`src/rtl/ps_pwm_deadtime_modulator.sv`:
```
// Complementary gate-pair modulator with a shadowed duty compare and dead-time insertion.
// Optional macro DOUBLE_UPDATE_EN: the duty shadow also reloads at the carrier peak.
module ps_pwm_deadtime_modulator #(
   parameter int WIDTH_TRIANG = 6,
   parameter int DEAD_CYCLES  = 2
) (
   input  logic                    clk,
   input  logic                    rst_n,
   input  logic [WIDTH_TRIANG-1:0] carrier,
   input  logic [WIDTH_TRIANG-1:0] duty,
   input  logic                    enable,
   output logic                    pwm_h,
   output logic                    pwm_l,
   output logic                    period_tick
);

   typedef enum logic [2:0] {
      OFF     = 3'd0,
      LOW_ON  = 3'd1,
      DEAD_LH = 3'd2,
      HIGH_ON = 3'd3,
      DEAD_HL = 3'd4
   } state_t;

   // The counter counts down to zero inclusive, so it is loaded one short of the length.
   localparam logic [3:0] DEAD_LOAD = 4'(DEAD_CYCLES - 1);

   state_t                  state_reg;
   state_t                  state_next;
   logic [3:0]              dead_cnt_reg;
   logic [3:0]              dead_cnt_next;
   logic [WIDTH_TRIANG-1:0] duty_sh_reg;
   logic                    cmp_reg;
   logic                    shadow_load;

`ifdef DOUBLE_UPDATE_EN
   localparam logic [WIDTH_TRIANG-1:0] CARRIER_PEAK = '1;
   assign shadow_load = (carrier == '0) || (carrier == CARRIER_PEAK);
`else
   assign shadow_load = (carrier == '0);
`endif

   always_ff @(posedge clk or negedge rst_n) begin
      if (!rst_n) begin
         duty_sh_reg <= '0;
         period_tick <= 1'b0;
         cmp_reg     <= 1'b0;
      end else begin
         if (shadow_load) begin
            duty_sh_reg <= duty;
         end
         period_tick <= shadow_load;
         cmp_reg     <= (carrier < duty_sh_reg);
      end
   end

   always_ff @(posedge clk or negedge rst_n) begin
      if (!rst_n) begin
         state_reg    <= OFF;
         dead_cnt_reg <= '0;
         pwm_h        <= 1'b0;
         pwm_l        <= 1'b0;
      end else begin
         state_reg    <= state_next;
         dead_cnt_reg <= dead_cnt_next;
         pwm_h        <= (state_next == HIGH_ON);
         pwm_l        <= (state_next == LOW_ON);
      end
   end

   // The side decision is taken only when a dead interval expires, which swallows short compare pulses.
   always_comb begin
      state_next    = state_reg;
      dead_cnt_next = dead_cnt_reg;
      if (!enable) begin
         state_next    = OFF;
         dead_cnt_next = '0;
      end else begin
         case (state_reg)
            OFF: begin
               state_next    = DEAD_HL;
               dead_cnt_next = DEAD_LOAD;
            end
            LOW_ON: begin
               if (cmp_reg) begin
                  state_next    = DEAD_LH;
                  dead_cnt_next = DEAD_LOAD;
               end
            end
            HIGH_ON: begin
               if (!cmp_reg) begin
                  state_next    = DEAD_HL;
                  dead_cnt_next = DEAD_LOAD;
               end
            end
            DEAD_LH, DEAD_HL: begin
               if (dead_cnt_reg == '0) begin
                  state_next = cmp_reg ? HIGH_ON : LOW_ON;
               end else begin
                  dead_cnt_next = dead_cnt_reg - 4'd1;
               end
            end
            default: begin
               state_next    = OFF;
               dead_cnt_next = '0;
            end
         endcase
      end
   end

endmodule

```
`config.mk`:
```
export PLATFORM = sky130hd
export DESIGN_NAME = ps_pwm_deadtime_modulator
export DESIGN_NICKNAME = d
export VERILOG_FILES = /design/src/rtl/ps_pwm_deadtime_modulator.sv
export SDC_FILE = /design/constraint.sdc
export NUM_CORES = 1
export LEC_CHECK = 0
export CAP_MARGIN = 25
export CORE_MARGIN = 2
export CORE_UTILIZATION = 43
export DETAILED_ROUTE_END_ITERATION = 10
export PLACE_DENSITY = 0.68
export SYNTH_ARGS = -nofsm -noshare
export SYNTH_HDL_FRONTEND = slang
export SYNTH_SLANG_ARGS = --single-unit
export TNS_END_PERCENT = 5
```
`constraint.sdc`:
```
create_clock -name clk -period 2.65 [get_ports clk]
set_input_delay 0.265 -clock clk [delete_from_list [all_inputs] [get_ports clk]]
set_output_delay 0.265 -clock clk [all_outputs]
set_load 0.01 [all_outputs]
```
Yosys cells after proc, flatten, opt, wreduce, memory -nomap -nowiden
Index checks and enable logic that the tools add are counted. Widths: inputs -> output; s select.

Bitwise gates (word level): 0. Mux-type cells: 11. Add/sub/neg operators: 1. $mul: 0. Reductions and logical operators: 5. Eq/ne operators: 9. Divide/modulo/power cells: 0. Order comparisons: 1. Shift-type cells: 0.

Operators by type and width (number): $mux 4 (4); $pmux 4 s4 (1); $mux 3 (4); $pmux 3 s4 (1); $eq 3x2->1 const B (3); $ne 3x3->1 const B (3); $eq 3x1->1 const B (2); $logic_not 6->1 (1); $lt 6x6->1 (1); $logic_not 4->1 (1); $sub 4x1->4 const B (1); $eq 3x3->1 const B (1); $logic_not 3->1 (1); $reduce_and 3->1 (1); $mux 2 (1); $reduce_or 2->1 (1).

Register bits after elaboration: 17. Memories: 0. Output and inout port bits: 3. Bits of input ports: 15. Bits in latches: 0. ROM bits: 0. Memory bits (writable): 0. Logic and storage cells: 34.

Longest topological paths before layout
Depth in word-level cells: 5. Depth in mapped cells: 7. Depth with buffers taken out: 6.

Worst setup path before layout
No wires, ideal clock.

Path type: register -> register. Start point: register dead_cnt_reg[0]. End point: register dead_cnt_reg[1]. Path slack: 728 ps. Library setup time: 125 ps. Required time: 2525 ps. Clock period less this slack: 1922 ps. Cell stages (with the launch flop): 8. Arrival time: 1797 ps. Buffers on the path: 1. Path through: dfrtp_1 > inv_1 > ha_1 > or4b_4 > o32ai_1 > or2_1 > buf_6 > mux2_4.

Word-level cells in the longest chain between the ends: 4. Elaborated cells on any way between the ends: 7. Classes of those cells: add/sub (1); eq/ne (1); mux (3); reduce/logical (2).

RTL lines: start, declared (line 30) `logic [3:0] dead_cnt_reg;`; start signal, assigned (line 65) `dead_cnt_reg <= dead_cnt_next;`; $sub 4x1->4 (line 100) `dead_cnt_next = dead_cnt_reg - 4'd1;`; $mux 4 (line 97) `if (dead_cnt_reg == '0) begin`; $pmux 4 s4 (line 79) `case (state_reg)`; $mux 4 (line 75) `if (!enable) begin`.

Several ways; a longest one is shown, not always the timed one. The select of a mux whose other input is x is not followed. A chain may end at the register's enable or synchronous reset.

Final worst setup path
Ends and elaborated chain as after synthesis.

==> metrics.cfg <==
[clock_tree]
ctsResizeCount = 0
cts_tree = yes
clk_path_buf_depth = 2
clkTransAtPathRegs_ns = 0.10
cts_root_buf = clkbuf_4
htreeDepth = 1
clkLatencyLatePin_ns = 0.29
hold_buffers = 0
numCtsBuffers = 3
post-cts-setup-buffers = 0
cts.sinks = 17

[global_route]
grt_pass1_wl_um = 3201
grtUsageTotal_pct = 15.67
grt_pass1_vias = 781
grt_max_degree = 18
grt_remaining_overflow = 0
antenna_found_initial = 0

[sta]
setup_viol = 0
max_freq_ghz = 0.4816
fin_tns_setup_ns = 0
clock_skew_ns = 0.001288
fin_crit_ns = 2.077
rsz0062_at_grt = false
hold_viol = 0
worstMarginPinSlew_ns = 0.7613
relSlewSlack_pct = 49.09
fin_crit_sh_pct = 78.36
slew_viol_final = 0

[synth]
ys.flop_type = dfrtp_1
synth_fp_nets = 120
synth.yosys.warnings = 0
avgSynthCellArea_sq_um = 10.14
synthArstFlopShare_pct = 100.0
ys_ff_latch = 17
synth.distinct_cells = 33
syn-cell-area_sq_um = 993.5
ys_seq_area_share_pct = 42.82
synth_edf_count = 0
netlist_instances = 98

[setup_path]
worst-setup-path-type = reg -> reg
cp.arrival_ns = 2.27
crit_path_end_kind = register
cp_max_fo = 5
cpPeakStageDelay_ns = 0.47
slowest_stage = or4b_4
cp.required_ns = 2.84
rrSetupSlack_ns = 0.57
crit_path_cell_trace = inv_1 -> ha_1 -> or4b_4 -> o32ai_1 -> or2_1 -> mux2_4
startpoint_type = register

[routing]
num_vias = 768
drt_iter0_markers = 17
routed_wl_um = 1740
post_drt_wl_per_cell_um = 12.17
via_per_inst = 5.371
ant_nets = 0
first_pass_iters = 4
route.detailed.drc = 0

[pwr]
seqPwrFrac_pct = 41.7
power_density_nw_per_um2 = 881.6
power.leakage_nw = 0.5389
power.internal_uw = 645.6
power_frac_comb_pct = 45.0
swShare_pct = 38.97
total_power_mw = 1.058
vdd.ir_drop.worst_uv = 419.8
power.share.clock_pct = 13.4
p_switching_uw = 412.2

[layout]
area_delta_synth_final_pct = 20.78
drive_gt1_share_pct = 11.30
nets = 138
antenna_cells = 0
fin_util_pct = 54.77
nFillCells = 198
largest_reg_flops = 6
final_cell_mix = 17 x dfrtp_1, 17 x clkdlybuf4s50_1, 11 x inv_1

[run]
drv_cap = 0

[floorplan]
fp-row-count = 17
core_sq_um = 2191
dieWidth_um = 52.07
fp.dieH_um = 52.07
ioPinCount = 18
die-area_sq_um = 2711
initial_core_util_pct = 45.35

[place]
gp_congestion = 0.8617
dp_hpwl_um = 1308
io_buffers = 17

[status]
status = finished, final reports clean

[min_path]
hp-class = in -> async

[synth_stat cells, types with 2 or more instances]
| master | instances | area (sq um) |
|---|---|---|
| dfrtp_1 | 17 | 425.4 |
| nand2b_1 | 2 | 12.51 |
| nand2_1 | 3 | 11.26 |
| mux2i_1 | 2 | 20.02 |
| nor3_1 | 5 | 25.02 |
| o21ai_0 | 4 | 20.02 |
| or3b_1 | 2 | 17.52 |
| mux2_2 | 6 | 67.56 |
| clkbuf_1 | 2 | 7.510 |
| a21oi_1 | 3 | 15.01 |
| o31ai_1 | 3 | 22.52 |
| inv_1 | 11 | 41.29 |
| o21a_1 | 3 | 22.52 |
| nor2_1 | 6 | 22.52 |
| ha_1 | 7 | 87.58 |
| nand3b_1 | 2 | 15.01 |
| nor4_1 | 3 | 18.77 |
| nand3_1 | 2 | 10.01 |
[critical path: cells and delay by family (launching register included)]
| kind | cells | cell delay [ns] |
|---|---|---|
| buffers and inverters | 1 | 0.11 |
| adders and majority gates | 1 | 0.16 |
| and+or+nand+nor | 2 | 0.75 |
| AOI/OAI and AO/OA | 1 | 0.21 |
| DFF | 1 | 0.42 |
| muxes | 1 | 0.32 |
[final cells by class]
cell class              instances  area (sq um)  share of cell area [%]
clock buffers                   3         22.52                   1.877
clock inverters                 1         5.005                  0.4171
inverters                      11         41.29                   3.441
multi-input cells              66         500.5                   41.71
flip-flops and latches         17         425.4                   35.45
well taps                      28         35.03                   2.920
repair buffers                 17         170.2                   14.18
[layer usage]
metal	global-route usage, %	up-vias	wire length, um
met5	0	-	0
met4	7.895	0	25
met3	3.161	4	87
met2	25.11	19	834
met1	19.89	363	793
li1	-	382	-
[power groups by stage]
stage	clock network (mW)	logic (mW)	registers (mW)
after floorplan	0	0.427	0.390
after global placement	0	0.465	0.442
after detailed placement	0	0.473	0.444
after CTS	0.149	0.480	0.440
after global routing	0.160	0.540	0.460
final	0.141	0.476	0.441
[logic make-up after synthesis]
kind of cell	synth area share, %
muxes	10.33
DFF	42.82
AOI/OAI and AO/OA	11.97
adders and majority gates	8.816
buffers and inverters	6.802
xor gates and xnor gates	0.8818
and+or+nand+nor	18.39
[metrics by stage]
step	hold slack, ns	instances	area, sq um	setup slack (ns)
3_5_place_dp	0.4937	139	1172	0.5516
2_1_floorplan	-0.03059	98	993.5	0.7279
5_1_grt	0.4728	143	1200	0.4441
6_report	0.4070	143	1200	0.5735
4_1_cts	0.4205	143	1200	0.5710
3_3_place_gp	0.4916	139	1172	0.6031
[path summary, 6_finish.rpt]
| check | from | end | cells after the start |
|---|---|---|---|
| worst min-delay path | rst_n | duty_sh_reg[4] | 1 |
| min in group clk | duty_sh_reg[3] | duty_sh_reg[3] | 1 |
| worst max register to register | dead_cnt_reg[0] | dead_cnt_reg[1] | 6 |
| worst max-delay path | dead_cnt_reg[0] | dead_cnt_reg[1] | 6 |
| max in group asynchronous | rst_n | dead_cnt_reg[2] | 1 |
| worst min register to register | duty_sh_reg[3] | duty_sh_reg[3] | 1 |
Power figures use the tool's default switching activity.
